**config.mk**
```make
export PLATFORM = sky130hd
export DESIGN_NAME = id_ex_stage_flat
export DESIGN_NICKNAME = d
export VERILOG_FILES = /design/src/rtl/id_ex_stage_pkg.sv /design/src/rtl/id_ex_stage_if.sv /design/src/rtl/id_ex_hazard.sv /design/src/rtl/id_ex_stage.sv /design/src/flat_wrapper.sv
export SDC_FILE = /design/constraint.sdc
export NUM_CORES = 1
export LEC_CHECK = 0
export ABC_AREA = 1
export CAP_MARGIN = 20
export CORE_AREA = 8 8 176 178
export DETAILED_ROUTE_END_ITERATION = 10
export DIE_AREA = 0 0 184 186
export HOLD_SLACK_MARGIN = 0.06
export PLACE_DENSITY_LB_ADDON = 0.25
export SETUP_SLACK_MARGIN = 0.4
export SYNTH_ARGS = -nofsm -noshare
export SYNTH_HDL_FRONTEND = slang
export SYNTH_SLANG_ARGS = --single-unit
```
**constraint.sdc**
```tcl
create_clock -name i_clk -period 3.65 [get_ports i_clk]
set_input_delay 0.73 -clock i_clk [delete_from_list [all_inputs] [get_ports i_clk]]
set_output_delay 0.73 -clock i_clk [all_outputs]
set_load 0.01 [all_outputs]
```
**src/rtl/id_ex_stage_pkg.sv**
```systemverilog
// Shared types and constants for the ID/EX pipeline register: opcode and
// writeback-select encodings, the decoder control bundle, the bubble value
// and helpers that decode which source registers an opcode reads.
package id_ex_stage_pkg;

    localparam int XLEN = 32;

    // RV32 major opcodes
    localparam logic [6:0] OP_LOAD           = 7'b0000011;
    localparam logic [6:0] OP_FP_LOAD        = 7'b0000111;
    localparam logic [6:0] OP_ARITHMETIC_IMM = 7'b0010011;
    localparam logic [6:0] OP_AUIPC          = 7'b0010111;
    localparam logic [6:0] OP_STORE          = 7'b0100011;
    localparam logic [6:0] OP_FP_STORE       = 7'b0100111;
    localparam logic [6:0] OP_ARITHMETIC     = 7'b0110011;
    localparam logic [6:0] OP_LUI            = 7'b0110111;
    localparam logic [6:0] OP_FP_ARITHMETIC  = 7'b1010011;
    localparam logic [6:0] OP_BRANCH         = 7'b1100011;
    localparam logic [6:0] OP_JALR           = 7'b1100111;
    localparam logic [6:0] OP_JAL            = 7'b1101111;
    localparam logic [6:0] OP_CSR            = 7'b1110011;

    // Writeback source select
    localparam logic [2:0] ALU_RESULT   = 3'd0;
    localparam logic [2:0] LOAD_DATA    = 3'd1;
    localparam logic [2:0] PC_PLUS_4    = 3'd2;
    localparam logic [2:0] IMM_DATA     = 3'd3;
    localparam logic [2:0] FP_LOAD_DATA = 3'd4;
    localparam logic [2:0] CSR_DATA     = 3'd5;
    localparam logic [2:0] FP_RESULT    = 3'd6;

    // Decoder control bundle, field order fixed by the decoder
    typedef struct packed {
        logic [3:0] alu_sel;
        logic [2:0] alu_use_sel_1;
        logic [1:0] alu_use_sel_2;
        logic       fp_sub;
        logic       write;
        logic       write_fp;
        logic [2:0] mem_to_wb_sel;
        logic       WEB;
        logic [1:0] BWEB_pre;
        logic       fp_store;
        logic       jump;
        logic       branch;
    } id_ex_ctrl_t;

    // A bubble has no architectural side effect: no register write,
    // memory write-enable (active low) deasserted, no control transfer.
    localparam id_ex_ctrl_t ID_EX_BUBBLE = '{
        alu_sel:       4'd0,
        alu_use_sel_1: 3'd0,
        alu_use_sel_2: 2'd0,
        fp_sub:        1'b0,
        write:         1'b0,
        write_fp:      1'b0,
        mem_to_wb_sel: 3'd0,
        WEB:           1'b1,
        BWEB_pre:      2'd0,
        fp_store:      1'b0,
        jump:          1'b0,
        branch:        1'b0
    };

    // Operand payload carried alongside the control bundle
    typedef struct packed {
        logic [2:0]      funct3;
        logic [XLEN-1:0] pc;
        logic [XLEN-1:0] imm;
        logic [XLEN-1:0] rs1_data;
        logic [XLEN-1:0] rs2_data;
        logic [XLEN-1:0] frs1_data;
        logic [XLEN-1:0] frs2_data;
        logic [4:0]      rs1;
        logic [4:0]      rs2;
        logic [4:0]      rd;
    } id_ex_data_t;

    function automatic logic uses_int_rs1(input logic [6:0] opcode);
        case (opcode)
            OP_LOAD, OP_FP_LOAD, OP_STORE, OP_FP_STORE, OP_BRANCH,
            OP_JALR, OP_ARITHMETIC_IMM, OP_ARITHMETIC, OP_CSR: return 1'b1;
            default:                                           return 1'b0;
        endcase
    endfunction

    function automatic logic uses_int_rs2(input logic [6:0] opcode);
        case (opcode)
            OP_STORE, OP_BRANCH, OP_ARITHMETIC: return 1'b1;
            default:                            return 1'b0;
        endcase
    endfunction

    function automatic logic uses_fp_rs1(input logic [6:0] opcode);
        return opcode == OP_FP_ARITHMETIC;
    endfunction

    function automatic logic uses_fp_rs2(input logic [6:0] opcode);
        return (opcode == OP_FP_ARITHMETIC) || (opcode == OP_FP_STORE);
    endfunction

endpackage

```
**src/rtl/id_ex_stage_if.sv**
```systemverilog
// Signal bundle between decode, the ID/EX register and execute.
// master = decode/EX side driving ID inputs and stall/flush; slave = the stage.
interface id_ex_stage_if;
    import id_ex_stage_pkg::*;

    logic            i_valid;
    logic [6:0]      i_opcode;
    logic [2:0]      i_funct3;
    id_ex_ctrl_t     i_ctrl;
    logic [XLEN-1:0] i_pc;
    logic [XLEN-1:0] i_imm;
    logic [XLEN-1:0] i_rs1_data;
    logic [XLEN-1:0] i_rs2_data;
    logic [XLEN-1:0] i_frs1_data;
    logic [XLEN-1:0] i_frs2_data;
    logic [4:0]      i_rs1;
    logic [4:0]      i_rs2;
    logic [4:0]      i_rd;
    logic            i_ex_stall;
    logic            i_flush;

    logic            o_valid;
    id_ex_ctrl_t     o_ctrl;
    logic [2:0]      o_funct3;
    logic [XLEN-1:0] o_pc;
    logic [XLEN-1:0] o_imm;
    logic [XLEN-1:0] o_rs1_data;
    logic [XLEN-1:0] o_rs2_data;
    logic [XLEN-1:0] o_frs1_data;
    logic [XLEN-1:0] o_frs2_data;
    logic [4:0]      o_rs1;
    logic [4:0]      o_rs2;
    logic [4:0]      o_rd;
    logic            o_id_stall;

    modport master (
        output i_valid, i_opcode, i_funct3, i_ctrl, i_pc, i_imm,
               i_rs1_data, i_rs2_data, i_frs1_data, i_frs2_data,
               i_rs1, i_rs2, i_rd, i_ex_stall, i_flush,
        input  o_valid, o_ctrl, o_funct3, o_pc, o_imm,
               o_rs1_data, o_rs2_data, o_frs1_data, o_frs2_data,
               o_rs1, o_rs2, o_rd, o_id_stall
    );

    modport slave (
        input  i_valid, i_opcode, i_funct3, i_ctrl, i_pc, i_imm,
               i_rs1_data, i_rs2_data, i_frs1_data, i_frs2_data,
               i_rs1, i_rs2, i_rd, i_ex_stall, i_flush,
        output o_valid, o_ctrl, o_funct3, o_pc, o_imm,
               o_rs1_data, o_rs2_data, o_frs1_data, o_frs2_data,
               o_rs1, o_rs2, o_rd, o_id_stall
    );

endinterface

```
**src/rtl/id_ex_hazard.sv**
```systemverilog
// Load-use hazard detector: flags an ID instruction that reads the
// destination of a load currently sitting in EX, per register file.
module id_ex_hazard
    import id_ex_stage_pkg::*;
(
    input  logic       id_valid,
    input  logic [6:0] id_opcode,
    input  logic [4:0] id_rs1,
    input  logic [4:0] id_rs2,
    input  logic       ex_int_load,
    input  logic       ex_fp_load,
    input  logic [4:0] ex_rd,
    output logic       load_use
);

    logic int_hit;
    logic fp_hit;

    // Integer x0 is hardwired so it never creates a dependency; f0 is real.
    always_comb begin
        int_hit  = ex_int_load && (ex_rd != 5'd0) &&
                   ((uses_int_rs1(id_opcode) && (id_rs1 == ex_rd)) ||
                    (uses_int_rs2(id_opcode) && (id_rs2 == ex_rd)));
        fp_hit   = ex_fp_load &&
                   ((uses_fp_rs1(id_opcode) && (id_rs1 == ex_rd)) ||
                    (uses_fp_rs2(id_opcode) && (id_rs2 == ex_rd)));
        load_use = id_valid && (int_hit || fp_hit);
    end

endmodule

```
**src/rtl/id_ex_stage.sv**
```systemverilog
// ID/EX pipeline register. Captures decode control and operands, inserts
// bubbles for load-use hazards and flushes, and holds under EX stall.
module id_ex_stage
    import id_ex_stage_pkg::*;
(
    input  logic         i_clk,
    input  logic         i_rst_n,
    id_ex_stage_if.slave bus
);

    logic        valid_q, valid_d;
    id_ex_ctrl_t ctrl_q,  ctrl_d;
    id_ex_data_t data_q,  data_d;
    id_ex_data_t id_data;
    logic        ex_int_load;
    logic        ex_fp_load;
    logic        load_use;
    logic        id_stall;

    assign id_data = '{
        funct3:    bus.i_funct3,
        pc:        bus.i_pc,
        imm:       bus.i_imm,
        rs1_data:  bus.i_rs1_data,
        rs2_data:  bus.i_rs2_data,
        frs1_data: bus.i_frs1_data,
        frs2_data: bus.i_frs2_data,
        rs1:       bus.i_rs1,
        rs2:       bus.i_rs2,
        rd:        bus.i_rd
    };

    // The load in EX is whatever the register currently holds
    assign ex_int_load = valid_q && ctrl_q.write    && (ctrl_q.mem_to_wb_sel == LOAD_DATA);
    assign ex_fp_load  = valid_q && ctrl_q.write_fp && (ctrl_q.mem_to_wb_sel == FP_LOAD_DATA);

    id_ex_hazard u_hazard (
        .id_valid    (bus.i_valid),
        .id_opcode   (bus.i_opcode),
        .id_rs1      (bus.i_rs1),
        .id_rs2      (bus.i_rs2),
        .ex_int_load (ex_int_load),
        .ex_fp_load  (ex_fp_load),
        .ex_rd       (data_q.rd),
        .load_use    (load_use)
    );

    // Next-state priority: EX stall holds, flush beats load-use, else capture.
    // A flush wins over load-use without stalling because the ID instruction
    // is being discarded upstream anyway.
    always_comb begin
        valid_d  = valid_q;
        ctrl_d   = ctrl_q;
        data_d   = data_q;
        id_stall = 1'b0;
        if (bus.i_ex_stall) begin
            id_stall = 1'b1;
        end else if (bus.i_flush) begin
            valid_d  = 1'b0;
            ctrl_d   = ID_EX_BUBBLE;
            data_d   = '0;
        end else if (load_use) begin
            valid_d  = 1'b0;
            ctrl_d   = ID_EX_BUBBLE;
            data_d   = '0;
            id_stall = 1'b1;
        end else begin
            valid_d  = bus.i_valid;
            ctrl_d   = bus.i_ctrl;
            data_d   = id_data;
        end
    end

    // Stage register; reset leaves EX holding a bubble
    always_ff @(posedge i_clk or negedge i_rst_n) begin
        if (!i_rst_n) begin
            valid_q <= 1'b0;
            ctrl_q  <= ID_EX_BUBBLE;
            data_q  <= '0;
        end else begin
            valid_q <= valid_d;
            ctrl_q  <= ctrl_d;
            data_q  <= data_d;
        end
    end

    assign bus.o_valid     = valid_q;
    assign bus.o_ctrl      = ctrl_q;
    assign bus.o_funct3    = data_q.funct3;
    assign bus.o_pc        = data_q.pc;
    assign bus.o_imm       = data_q.imm;
    assign bus.o_rs1_data  = data_q.rs1_data;
    assign bus.o_rs2_data  = data_q.rs2_data;
    assign bus.o_frs1_data = data_q.frs1_data;
    assign bus.o_frs2_data = data_q.frs2_data;
    assign bus.o_rs1       = data_q.rs1;
    assign bus.o_rs2       = data_q.rs2;
    assign bus.o_rd        = data_q.rd;
    assign bus.o_id_stall  = id_stall;

endmodule

```
**src/flat_wrapper.sv**
```systemverilog
// flat-port wrapper written by rule: the top's interface ports become plain ports
module id_ex_stage_flat import id_ex_stage_pkg::*;
  (i_clk, i_rst_n, bus_i_valid, bus_i_opcode, bus_i_funct3, bus_i_ctrl, bus_i_pc, bus_i_imm, bus_i_rs1_data, bus_i_rs2_data, bus_i_frs1_data, bus_i_frs2_data, bus_i_rs1, bus_i_rs2, bus_i_rd, bus_i_ex_stall, bus_i_flush, bus_o_valid, bus_o_ctrl, bus_o_funct3, bus_o_pc, bus_o_imm, bus_o_rs1_data, bus_o_rs2_data, bus_o_frs1_data, bus_o_frs2_data, bus_o_rs1, bus_o_rs2, bus_o_rd, bus_o_id_stall);
  id_ex_stage_if bus_i ();
  input  logic i_clk;
  input  logic i_rst_n;
  input wire logic [$bits(bus_i.i_valid)-1:0] bus_i_valid;
  input wire logic [$bits(bus_i.i_opcode)-1:0] bus_i_opcode;
  input wire logic [$bits(bus_i.i_funct3)-1:0] bus_i_funct3;
  input wire logic [$bits(bus_i.i_ctrl)-1:0] bus_i_ctrl;
  input wire logic [$bits(bus_i.i_pc)-1:0] bus_i_pc;
  input wire logic [$bits(bus_i.i_imm)-1:0] bus_i_imm;
  input wire logic [$bits(bus_i.i_rs1_data)-1:0] bus_i_rs1_data;
  input wire logic [$bits(bus_i.i_rs2_data)-1:0] bus_i_rs2_data;
  input wire logic [$bits(bus_i.i_frs1_data)-1:0] bus_i_frs1_data;
  input wire logic [$bits(bus_i.i_frs2_data)-1:0] bus_i_frs2_data;
  input wire logic [$bits(bus_i.i_rs1)-1:0] bus_i_rs1;
  input wire logic [$bits(bus_i.i_rs2)-1:0] bus_i_rs2;
  input wire logic [$bits(bus_i.i_rd)-1:0] bus_i_rd;
  input wire logic [$bits(bus_i.i_ex_stall)-1:0] bus_i_ex_stall;
  input wire logic [$bits(bus_i.i_flush)-1:0] bus_i_flush;
  output wire logic [$bits(bus_i.o_valid)-1:0] bus_o_valid;
  output wire logic [$bits(bus_i.o_ctrl)-1:0] bus_o_ctrl;
  output wire logic [$bits(bus_i.o_funct3)-1:0] bus_o_funct3;
  output wire logic [$bits(bus_i.o_pc)-1:0] bus_o_pc;
  output wire logic [$bits(bus_i.o_imm)-1:0] bus_o_imm;
  output wire logic [$bits(bus_i.o_rs1_data)-1:0] bus_o_rs1_data;
  output wire logic [$bits(bus_i.o_rs2_data)-1:0] bus_o_rs2_data;
  output wire logic [$bits(bus_i.o_frs1_data)-1:0] bus_o_frs1_data;
  output wire logic [$bits(bus_i.o_frs2_data)-1:0] bus_o_frs2_data;
  output wire logic [$bits(bus_i.o_rs1)-1:0] bus_o_rs1;
  output wire logic [$bits(bus_i.o_rs2)-1:0] bus_o_rs2;
  output wire logic [$bits(bus_i.o_rd)-1:0] bus_o_rd;
  output wire logic [$bits(bus_i.o_id_stall)-1:0] bus_o_id_stall;
  assign bus_i.i_valid = bus_i_valid;
  assign bus_i.i_opcode = bus_i_opcode;
  assign bus_i.i_funct3 = bus_i_funct3;
  assign bus_i.i_ctrl = bus_i_ctrl;
  assign bus_i.i_pc = bus_i_pc;
  assign bus_i.i_imm = bus_i_imm;
  assign bus_i.i_rs1_data = bus_i_rs1_data;
  assign bus_i.i_rs2_data = bus_i_rs2_data;
  assign bus_i.i_frs1_data = bus_i_frs1_data;
  assign bus_i.i_frs2_data = bus_i_frs2_data;
  assign bus_i.i_rs1 = bus_i_rs1;
  assign bus_i.i_rs2 = bus_i_rs2;
  assign bus_i.i_rd = bus_i_rd;
  assign bus_i.i_ex_stall = bus_i_ex_stall;
  assign bus_i.i_flush = bus_i_flush;
  assign bus_o_valid = bus_i.o_valid;
  assign bus_o_ctrl = bus_i.o_ctrl;
  assign bus_o_funct3 = bus_i.o_funct3;
  assign bus_o_pc = bus_i.o_pc;
  assign bus_o_imm = bus_i.o_imm;
  assign bus_o_rs1_data = bus_i.o_rs1_data;
  assign bus_o_rs2_data = bus_i.o_rs2_data;
  assign bus_o_frs1_data = bus_i.o_frs1_data;
  assign bus_o_frs2_data = bus_i.o_frs2_data;
  assign bus_o_rs1 = bus_i.o_rs1;
  assign bus_o_rs2 = bus_i.o_rs2;
  assign bus_o_rd = bus_i.o_rd;
  assign bus_o_id_stall = bus_i.o_id_stall;
  id_ex_stage u_core (.i_clk(i_clk), .i_rst_n(i_rst_n), .bus(bus_i));
endmodule
```
# After elaboration in Yosys (flattened, before gate mapping)
# Index checks and enable logic that the tools add are counted.
dict set report classes {
  n_eq_ne 14
  mux 11
  reduce_logical 19
}
# op n
set ops {}
lappend ops {{2-to-1 mux 210 bit} 2}
lappend ops {{2-to-1 mux 21 bit} 2}
lappend ops {{equality test 7 bit, second input constant} 4}
lappend ops {{equality test 7 x 6 -> 1 bit, second input constant} 3}
lappend ops {{logical AND 1 bit} 12}
lappend ops {{equality test 5 bit} 2}
lappend ops {{OR reduction 9 bit} 1}
lappend ops {{equality test 7 x 2 -> 1 bit, second input constant} 1}
lappend ops {{equality test 7 x 3 -> 1 bit, second input constant} 1}
lappend ops {{equality test 7 x 5 -> 1 bit, second input constant} 1}
lappend ops {{2-to-1 mux 1 bit} 7}
lappend ops {{nonzero test 5 bit} 1}
lappend ops {{logical OR 1 bit} 4}
lappend ops {{equality test 3 x 1 -> 1 bit, second input constant} 1}
lappend ops {{equality test 3 bit, second input constant} 1}
lappend ops {{OR reduction 3 bit} 1}
dict set report word_totals {
  register_bits 232
  inputBits 243
  output_inout_bits 233
  elab_cells 67
}

# Depth between registers and ports, before layout
# Gate-level depths: netlist of the first run.
dict set report depth {
  ltp_word 11
  ltp_mapped 13
  mapped_depth_nobuf 12
}

# Hierarchy
# From an unflattened synthesis of the first run, not the netlist that was laid out.
dict set report unflattened {
  cells_unflattened 1089
  area_unflattened_um2 9502.9
}
# module instances cells_each area_per_inst_um2 seq_area_each_um2
set modules_own_cells {}
lappend modules_own_cells {id_ex_stage 1 1014 9145.0 5806.8}
lappend modules_own_cells {id_ex_hazard 1 75 357.8 0.0}

# Worst setup path before layout of the first run
# Ideal clock, no wire load.
dict set report synth_timing {
  path_kind {in2out}
  startpoint {input port bus_i_opcode[3]}
  endpoint {output port bus_o_id_stall}
  arrival_time_ns 1.777
  t_required_ns 2.920
  path_slack_ns 1.143
  cell_stages 10
  n_path_buf 1
  path_cell_list {nor2_1 nand2_1 nor2_1 nand4_1 nand2_1 nand2_1 nand2_1 nand3_4 buf_6 o21ai_1}
}
dict set report synth_via {
  elab_chain_cells 11
}
# item line_no
set synth_lines {}
lappend synth_lines {{start, declared} flat_wrapper.sv:8} ;# input wire logic [$bits(bus_i.i_opcode)-1:0] bus_i_opcode;
lappend synth_lines {{equality test 7 x 6 -> 1 bit (tied with other cells)} {id_ex_stage_pkg.sv:80, id_ex_stage_pkg.sv:99}}
lappend synth_lines {{OR reduction 9 bit or OR reduction 3 bit (tied branches)} {id_ex_stage_pkg.sv:80, id_ex_stage_pkg.sv:88}}
lappend synth_lines {{2-to-1 mux 1 bit, on equally long branches} {id_ex_stage_pkg.sv:80, id_ex_stage_pkg.sv:88}}
lappend synth_lines {{logical AND 1 bit, on equally long branches} {id_ex_hazard.sv:22, id_ex_hazard.sv:23}}
lappend synth_lines {{logical OR 1 bit} id_ex_hazard.sv:22} ;# ((uses_int_rs1(id_opcode) && (id_rs1 == ex_rd)) ||
lappend synth_lines {{logical AND 1 bit} id_ex_hazard.sv:21} ;# int_hit = ex_int_load && (ex_rd != 5'd0) &&
lappend synth_lines {{logical OR 1 bit *} id_ex_hazard.sv:27} ;# load_use = id_valid && (int_hit || fp_hit);
lappend synth_lines {{logical AND 1 bit *} id_ex_hazard.sv:27}
lappend synth_lines {{2-to-1 mux 1 bit *} id_ex_stage.sv:62} ;# end else if (load_use) begin
lappend synth_lines {{2-to-1 mux 1 bit *} id_ex_stage.sv:58} ;# end else if (bus.i_flush) begin
lappend synth_lines {{2-to-1 mux 1 bit *} id_ex_stage.sv:56} ;# if (bus.i_ex_stall) begin
lappend synth_lines {{end, declared} flat_wrapper.sv:34} ;# output wire logic [$bits(bus_i.o_id_stall)-1:0] bus_o_id_stall;
# Every way passes the cells marked *; elsewhere a longest branch is shown, timed or not.

# Worst setup path in the final report of the first run
dict set report layout_timing {
  startpoint {input port bus_i_opcode[5]}
  endpoint {output port bus_o_id_stall}
}
# The elaborated chain is that of the path after synthesis.

==> results.tsv, run 1 <==
metric	value	unit
Worst Setup End Kind	output port	
initial DRC count	618	
overall die height	186	um
Mapped Cells	1112	
maximum clock path buffer count	3	
overall routing resource usage	21.1	%
setup TNS	0	ns
H-tree Lvls	1	
fraction of registers with async set/reset	100	%
RSZ-0062 raised after global routing	no	
WL/cell	19.2	um
Top Ports	476	
Synth area leader	dfrtp_1	
final worst slack	0.562	ns
TritonCTS Buffers	28	
Tcrit/Tclk final	84.6	%
crit-path max FO	3	
global-route wire length before repair	57.1	mm
Routed Antenna Nets	0	
Worst-path clk slew	0.06	ns
Setup violations, final	0	
core area	28200	um2
Port Buffer Count	475	
Die W	184	um
count of pins over their slew limit	0	
Fin. Hold Viols	0	
Netlist cell types	21	
reg2reg end	u_core.bus.o_frs2_data[28]	
end of the critical path	bus_o_id_stall	
fin nets	1800	
Skew-Pair Late Insertion Delay	0.53	ns
share of layout cells above drive strength 1	15.2	%
Rel. slew slack	33.5	%
Synth warnings	0	
vias in the first global route	9719	
Setup crit start	bus_i_opcode[5]	
Initial Util	37.2	%
grt ovf	0	
Design Area, Final	16400	um2
power per cell area	423	nW/um2
vias per cell	4.76	
startpoint types	primary input	
Max IR drop VDD	0.000297	V
largest net degree at the start of global routing	118	
cells on worst reg2reg path	13	
r2r startpoint	u_core.bus.o_rd[3]	
final wirelength	37.6	mm
Seq/Total Area, Yosys	55.3	%
Critical Path RT	2.92	ns
Std-Cell Rows	62	
DP Wirelength	27.0	mm
MaxCap Viol Count	0	
CTS root buf	clkbuf_16	
DR pass1 iterations	5	
Leak	0.00777	uW
Net Count, Synth	1355	
Placed Instance Area	15500	um2
GPL Wtd Cong	0.838	
Layout area overhead	56.1	%
R2R Setup Slk	1.40	ns
Post-CTS Setup Inserts	0	
Synth area leaders	dfrtp_1 55%, nand2_1 18%, nand3_2 16%, nand3_1 3.2%, buf_6 2.3%	
number of antenna violations at the first check in global routing	1	
Avg Cell Area, Syn	9.44	um2
Arrival @ worst endpoint	2.36	ns
final design utilization	58.0	%
drt drc	0	
die footprint	34200	um2
status	completed	
CTS tree	yes	
Yosys top cell area share	55.1	%
#FFs+latches synth	232	
worst min path class	in -> async	
CTS Sinks	232	
Min Hold Slack	0.0856	ns
critical path class	in -> out	
dpl ws	0.118	ns
min Tclk post-route	3.09	ns
Vias	9328	
Post-synth EDFFs	0	
Final Skew	0.0124	ns
Top FF cell, synth	dfrtp_1	
Cell Area, Synth	10500	um2
Fmax achieved	324	MHz
Least-Margin Pin Slew	0.997	ns
## per-stage QoR
step	instances	total power [uW]
6_report	1960	6930
5_1_grt	1960	7250
4_1_cts	1959	7040
3_5_place_dp	1911	4220
3_3_place_gp	1911	4210
2_1_floorplan	1112	3330
## cells by family after synthesis
group,share of synthesized area [%]
simple gates,38.8
xor+xnor,0.250
buf+inv,5.33
flops,55.3
compound gates,0.262
## metal layers
metal	part of all wire (%)	vias to the layer above	GRT usage, %
met4	2.7	0	6.42
met3	11	67	8.14
li1	-	4419	-
met5	0	-	0
met1	38	4444	24.9
met2	48	398	35.1
## power breakdown
part	switching [uW]	leakage [uW]	internal, uW	total, uW
combinational	575	0.00431	702	1280
clock	1080	0.000447	1690	2770
sequential	118	0.00302	2770	2890
## cell usage after synthesis (3+ instances only)
cell      instances
nor3_1            3
clkbuf_1         34
nor2_1           16
inv_1            19
nand4_1           4
dfrtp_1         231
nand3_1          68
nand3_2         170
buf_2            21
nand2_1         509
inv_2             5
buf_6            21
## area by class of cell
cell class	count	area, um2
diodes	1	2.50
repair buffers	491	4950
clock buffers	42	825
inverters	24	90.1
fillers	2449	11900
multi-input cells	780	4140
well taps	384	480
flip-flops and latches	232	5810
clock inverters	6	83.8
## cells in the final DEF, fill, tap and decap left out, types with 3 or more instances in the layout
cell type	netlist	final
clkbuf_16	0	29
nand3_2	170	170
buf_12	0	6
buf_4	0	10
clkbuf_1	34	8
clkinv_2	0	3
nand4_1	4	4
nand3_1	68	68
clkbuf_8	0	5
nor2_1	16	13
clkdlybuf4s50_1	0	471
dfrtp_1	231	231
nand2_1	509	509
inv_1	19	19
inv_2	5	5
nor3_1	3	3
## what timing repair did
action / 4_1_cts / 5_1_grt
setup endpoints to repair: 1 / 1
resized for setup: 2 / 4
pin swaps: 0 / 1
hold buffers: 0 / 0
gates cloned: 0 / 0
## registers in the layout, indices dropped and copies added, names as in the netlist
signal                  count
u_core.bus.o_frs1_data     32
u_core.bus.o_ctrl          21
u_core.bus.o_rs1_data      32
u_core.bus.o_frs2_data     32
u_core.bus.o_valid          1
u_core.bus.o_rs2            5
u_core.bus.o_pc            32
u_core.bus.o_imm           32
u_core.bus.o_funct3         3
u_core.bus.o_rs1            5
u_core.bus.o_rd             5
u_core.bus.o_rs2_data      32
## worst min path at each step
stage                                         start                          to  slack, ns
after floorplan                             i_rst_n        u_core.bus.o_ctrl[0]       0.43
after global placement    u_core.bus.o_frs1_data[1]   u_core.bus.o_frs1_data[1]       0.46
after detailed placement       u_core.bus.o_imm[16]        u_core.bus.o_imm[16]       0.46
after CTS                                   i_rst_n   u_core.bus.o_frs1_data[7]       0.09
after global routing                        i_rst_n  u_core.bus.o_frs1_data[15]       0.10
final                                       i_rst_n  u_core.bus.o_frs1_data[15]       0.09
## critical path, stage by stage
cell and delay, ns:
clkdlybuf4s50_1 0.52, nand2_1 0.07, inv_1 0.07, nand2_1 0.05
nor2_1 0.15, nand4_1 0.11, nand2_1 0.09, nand2_1 0.06
nand2_1 0.11, nand3_4 0.07, o21ai_1 0.16, clkbuf_2 0.18
Note: power is estimated with default switching activity, not from simulation.
==> run 2, diff against run 1 <==
--- a/config.mk
+++ b/config.mk
@@ -7,9 +7,9 @@
 export LEC_CHECK = 0
 export ABC_AREA = 1
 export CAP_MARGIN = 20
-export CORE_AREA = 8 8 176 178
+export CORE_AREA = 8 8 181 183
 export DETAILED_ROUTE_END_ITERATION = 10
-export DIE_AREA = 0 0 184 186
+export DIE_AREA = 0 0 189 191
 export HOLD_SLACK_MARGIN = 0.06
 export PLACE_DENSITY_LB_ADDON = 0.25
 export SETUP_SLACK_MARGIN = 0.4
==> constraint.sdc (replaced) <==
create_clock -name i_clk -period 2.7 [get_ports i_clk]
set_input_delay 0.54 -clock i_clk [delete_from_list [all_inputs] [get_ports i_clk]]
set_output_delay 0.54 -clock i_clk [all_outputs]
set_load 0.01 [all_outputs]
==> run 2 against run 1 <==
  * Clock skew decreased by 0.0047 ns
  * Via count grew 0.47%
  * Flip-flop and latch count unchanged
  * Clock power rose by 31%
  * Sequential power grew 35%
  * Core utilization is 2.3 points lower
  * Non-clock buffer count is 23 higher
  * Largest power group unchanged
  * Clock-buffer cell count decreased by 3
  * Global-route usage is 0.56 points lower
  * Worst hold slack better by 0.23 ns
  * Final area increased by 2.2%
==> results.tsv, run 2 (synthesis results as in run 1) <==
metric	value	unit	change
switching fraction of total power	25.3	%	-0.24 points
RSZ-0062 raised after global routing	yes		
number of antenna violations at the first check in global routing	5		+4
final wirelength	38.8	mm	+3.1%
Layout area overhead	59.6	%	
Die W	189	um	+2.7%
vias in the first global route	9664		-0.57%
Placed Instance Area	15700	um2	+1.3%
post-placement cell count	1940		+1.5%
Seq pwr share	42.0	%	+0.3 points
FF/Latch Area	5810	um2	+0.11%
DP Wirelength	27.4	mm	+1.3%
min Tclk post-route	2.56	ns	
Comb power frac	19.0	%	+0.6 points
maximum clock path buffer count	3		unchanged
Rel. slew slack	28.9	%	-4.6 points
global-route wire length before repair	59.0	mm	+3.2%
Leak	0.00800	uW	+2.9%
switching pwr	2360	uW	+33%
critical path class	in -> out		
area of the multi-input gates	4180	um2	+0.97%
fin nets	1822		+1.2%
Worst path slowest cell	clkdlybuf4s50_1		
most frequent cells in the layout	505 x nand2_1, 460 x clkdlybuf4s50_1, 226 x dfrtp_1		
cell internal pwr	6950	uW	+35%
CP bufs+invs	3		unchanged
Worst-path clk slew	0.06	ns	about the same
share of layout cells above drive strength 1	17.3	%	+2.1 points
crit-path max FO	4		+1
Least-Margin Pin Slew	1.07	ns	+0.0690 ns
most used cell, CP	nand2_1		
count of pins over their slew limit	0		unchanged
worst min path class	in -> reg		
FILL cells	2674		+9.2%
CTS tree	yes		
Initial Util	35.0	%	-2.2 points
Final Skew	0.00774	ns	-0.00465 ns
CTS Sinks	232		unchanged
MaxCap Viol Count	0		unchanged
Setup violations, final	0		unchanged
grt ovf	0		unchanged
DR pass1 iterations	5		unchanged
dpl ws	-0.396	ns	-0.514 ns
initial DRC count	513		-17%
overall die height	191	um	+2.7%
TritonCTS Buffers	27		-3.6%
most common cell after layout, fill and taps aside	nand2_1		
largest net degree at the start of global routing	134		+14%
die footprint	36100	um2	+5.5%
post-route total power	9310	uW	+34%
drt drc	0		unchanged
H-tree Lvls	1		unchanged
Tcrit/Tclk final	94.6	%	
slowest stage delay, CP	0.47	ns	-0.05 ns
overall routing resource usage	20.5	%	-0.56 points
Top Ports	476		unchanged
Std-Cell Rows	64		+3.2%
Routed Antenna Nets	0		unchanged
Design Area, Final	16700	um2	+2.2%
CTS root buf	clkbuf_16		
Fmax achieved	391	MHz	
status	completed		
Skew-Pair Late Insertion Delay	0.52	ns	about the same
Arrival @ worst endpoint	2.02	ns	-0.34 ns
Worst Setup End Kind	output port		
GPL Wtd Cong	0.831		-0.88%
crit-path cells	clkdlybuf4s50_1 -> inv_1 -> nor3_1 -> nand3_1 -> nand2_1 -> nand2_1 -> nand2_2 -> nand3_4 -> o21ai_2 -> buf_6		
Fin. Hold Viols	0		unchanged
final worst slack	0.145	ns	-0.417 ns
power per cell area	556	nW/um2	+31%
Max IR drop VDD	0.000394	V	+33%
crit-path leading delay family	buffers and inverters		
Vias	9372		+0.47%
Port Buffer Count	475		unchanged
core area	30000	um2	+6.3%
Critical Path RT	2.16	ns	-0.76 ns
Non-Filler Instances	1994		+1.7%
WL/cell	19.4	um	+1.3%
vias per cell	4.70		-1.2%
Clock Power Share	39.1	%	-0.8 points
startpoint types	primary input		
-- run 2: repair_timing --
action / 4_1_cts / 5_1_grt
endpoints found under the setup margin: 100 / 111
resized for setup: 22 / 19
hold endpoints to repair: 60 / 0
hold buffers: 1 / 0
cloned: 2 / 1
pin swaps: 9 / 15
setup buffers: 1 / 1
-- run 2: worst paths after layout --
path	slack, ns	cells after the start	end	startpoint
worst max-delay path	0.14	10	bus_o_id_stall	bus_i_opcode[6]
worst max register to register	0.51	11	u_core.bus.o_frs2_data[27]	u_core.bus.o_rd[2]
worst min register to register	0.48	2	u_core.bus.o_ctrl[19]	u_core.bus.o_ctrl[19]
worst min-delay path	0.32	3	u_core.bus.o_rs2[2]	bus_i_rs2[2]
min in group asynchronous	0.58	2	u_core.bus.o_frs1_data[26]	i_rst_n
max in group asynchronous	1.38	3	u_core.bus.o_imm[8]	i_rst_n
-- run 2: per-stage QoR --
step	util, %	setup TNS (ns)	hold slack, ns
after floorplan	-	0	0.244
after global placement	52.2	-21.35	0.461
after detailed placement	52.2	-32.03	0.464
after CTS	55.5	0	0.300
after global routing	55.8	0	0.313
final	55.8	0	0.315
-- run 2: layout make-up --
class / instances / area share, %
timing repair buffer: 514 / 31.6
antenna: 2 / 0.0299
clock inverter: 7 / 0.680
tap: 396 / 2.96
clock buffer: 39 / 4.54
multi-input combinational: 780 / 25.0
sequential: 232 / 34.7
inverter: 24 / 0.538
-- run 2: routing by layer --
layer  share of wire [%]  GRT usage (%)
met1                  39           24.6
met2                  47           33.1
met3                  10           8.50
met4                 3.2           6.92
met5               0.095              0
-- run 2: power by group through the flow --
stage               logic [uW]  registers (uW)  clock network [uW]
floorplan                  420            4080                   0
global placement          1770            3960                   0
global route              1910            3940                3890
finish                    1770            3910                3640
CTS                       1800            3910                3750
detailed placement        1780            3960                   0
-- run 2: worst min-delay path, cell delays in order --
cell	delay (ns)
dlymetal6s2s_1	0.12
nand3_1	0.09
nand2_1	0.06
==> run 3, diff against run 2 <==
--- a/config.mk
+++ b/config.mk
@@ -7,9 +7,10 @@
 export LEC_CHECK = 0
 export ABC_AREA = 1
 export CAP_MARGIN = 20
-export CORE_AREA = 8 8 181 183
+export CORE_AREA = 8 8 177 179
 export DETAILED_ROUTE_END_ITERATION = 10
-export DIE_AREA = 0 0 189 191
+export DIE_AREA = 0 0 185 187
+export GPL_ROUTABILITY_DRIVEN = 0
 export HOLD_SLACK_MARGIN = 0.06
 export PLACE_DENSITY_LB_ADDON = 0.25
 export SETUP_SLACK_MARGIN = 0.4
==> constraint.sdc (replaced) <==
create_clock -name i_clk -period 2.8 [get_ports i_clk]
set_input_delay 0.56 -clock i_clk [delete_from_list [all_inputs] [get_ports i_clk]]
set_output_delay 0.56 -clock i_clk [all_outputs]
set_load 0.01 [all_outputs]
==> run 3 against run 2 <==
  * First-iteration DRC count up 12%
  * Clock skew down 0.0019 ns
  * Flip-flop and latch count unchanged
  * Critical path type is now reg -> out
==> results.tsv, run 3 (synthesis results as in run 1) <==
metric	value	unit	change
status	completed		
Worst path slowest cell	dfrtp_2		
core area	28400	um2	-5.5%
vias in the first global route	9727		+0.65%
power per cell area	537	nW/um2	-3.4%
reg2reg end	u_core.bus.o_frs2_data[19]		
Max Used Layer	met5		
H-tree Lvls	1		unchanged
Design Area, Final	16700	um2	-0.10%
CTS Sinks	232		unchanged
CTS tree	yes		
vias per cell	4.71		+0.22%
most frequent cells in the layout	506 x nand2_1, 456 x clkdlybuf4s50_1, 226 x dfrtp_1		
DR pass1 iterations	5		unchanged
Max IR drop VDD	0.000364	V	-7.7%
Setup crit start	u_core.bus.o_rd[2]		
RSZ-0062 raised after global routing	yes		
Tcrit/Tclk final	91.3	%	
dpl ws	-0.408	ns	-0.0122 ns
critical path class	reg -> out		
Final Skew	0.00587	ns	-0.00187 ns
overall routing resource usage	21.1	%	+0.61 points
slowest stage delay, CP	0.45	ns	-0.02 ns
met2 wire len	18.2	mm	+0.44%
setup TNS	0	ns	unchanged
fin nets	1823		+0.055%
MaxCap Viol Count	0		unchanged
crit-path cells	xor2_2 -> nor2_2 -> nand3_2 -> nand2_1 -> nand2_1 -> nand2_2 -> nand3_4 -> o21ai_4 -> buf_6		
most used cell, CP	nand2_1		
Skew-Pair Late Insertion Delay	0.53	ns	about the same
Port Buffer Count	475		unchanged
CTS root buf	clkbuf_16		
Vias	9336		-0.38%
Critical Path RT	2.24	ns	+0.08 ns
Rel. slew slack	9.19	%	-20 points
end of the critical path	bus_o_id_stall		
largest net degree at the start of global routing	233		+74%
DP Wirelength	26.8	mm	-2.3%
r2r startpoint	u_core.bus.o_rd[1]		
most common cell after layout, fill and taps aside	nand2_1		
final worst slack	0.245	ns	+0.100 ns
Routed Antenna Nets	0		unchanged
Top Ports	476		unchanged
Leak	0.00797	uW	-0.34%
number of antenna violations at the first check in global routing	6		+1
final design utilization	58.9	%	+3.2 points
crit-path max FO	4		unchanged
min Tclk post-route	2.56	ns	
TritonCTS Buffers	26		-3.7%
Std-Cell Rows	62		-3.1%
drt drc	0		unchanged
share of layout cells above drive strength 1	18.0	%	+0.71 points
Placed Instance Area	15600	um2	-0.38%
worst min path class	in -> reg		
maximum clock path buffer count	3		unchanged
Worst Setup End Kind	output port		
final wirelength	38.4	mm	-0.91%
Least-Margin Pin Slew	1.36	ns	+0.296 ns
startpoint types	flip-flop		
Fmax achieved	391	MHz	
grt ovf	0		unchanged
Setup violations, final	0		unchanged
Layout area overhead	59.4	%	
initial DRC count	573		+12%
global-route wire length before repair	58.0	mm	-1.7%
overall die height	187	um	-2.1%
Fin. Hold Viols	0		unchanged
Worst-path clk slew	0.06	ns	about the same
WL/cell	19.4	um	-0.31%
Initial Util	37.0	%	+2.0 points
Arrival @ worst endpoint	2.00	ns	-0.02 ns
Die W	185	um	-2.1%
die footprint	34600	um2	-4.2%
R2R Setup Slk	0.61	ns	+0.10 ns
count of pins over their slew limit	0		unchanged
cells on worst reg2reg path	12		+1
WL met3	4.03	mm	-0.69%
post-route total power	8980	uW	-3.6%
M1 WL	14.8	mm	-3.0%
-- run 3: cell count changes in the layout (fill, tap and decap cells not counted), sizes merged --
cell,before,now
dlygate4sd2,3,11
clkbuf,40,36
clkdlybuf4s50,460,456
dlymetal6s2s,9,5
diode,2,4
buf,40,41
clkinv,3,4
clkinvlp,0,1
inv,25,24
-- run 3: how the worst min path moves through the flow --
stage                          startpoint                         end  cells past startpoint
6_report                     bus_i_rs1[3]         u_core.bus.o_rs1[3]                      3
5_1_grt                    bus_i_ex_stall        u_core.bus.o_ctrl[5]                      4
3_3_place_gp    u_core.bus.o_rs1_data[19]   u_core.bus.o_rs1_data[19]                      2
2_1_floorplan                     i_rst_n        u_core.bus.o_ctrl[0]                      0
4_1_cts                    bus_i_ex_stall        u_core.bus.o_ctrl[5]                      4
3_5_place_dp   u_core.bus.o_frs1_data[14]  u_core.bus.o_frs1_data[14]                      2
-- run 3: metrics by stage --
step	instances	hold slack [ns]
after floorplan	1112	0.264
after global placement	1922	0.460
after detailed placement	1922	0.464
after CTS	1968	0.298
after global routing	1982	0.340
final	1982	0.349
-- run 3: power by group --
group	total, uW	internal (uW)	switching, uW
Clock	3500	2120	1380
Combinational	1710	947	763
Sequential	3770	3610	158
-- run 3: cell type report --
type,instances,area (um2)
fillers,2506,11700
well taps,384,480
diodes,4,10.0
inverters,24,90.1
clock buffers,34,742
flip-flops and latches,232,5810
multi-input cells,780,4210
clock inverters,8,121
repair buffers,516,5260
-- run 3: critical path, delay by kind of cell, from the launching register on --
kind,cells,cell delay [ns]
simple gates,6,0.58
flops,1,0.45
xor+xnor,1,0.17
compound gates,1,0.15
buf+inv,1,0.13
-- run 3: repair_timing --
action,in CTS,in global routing
pin swaps,15,19
resized for setup,35,16
cloned,0,2
endpoints found under the hold margin,71,0
setup buffers,3,8
hold buffers,1,0
endpoints found under the setup margin,1,142
-- run 3: layer usage --
metal	vias to the layer above	GRT usage, %
li1	4474	-
met1	4417	25.3
met2	367	34.2
met3	74	7.73
met4	4	7.88
met5	-	0
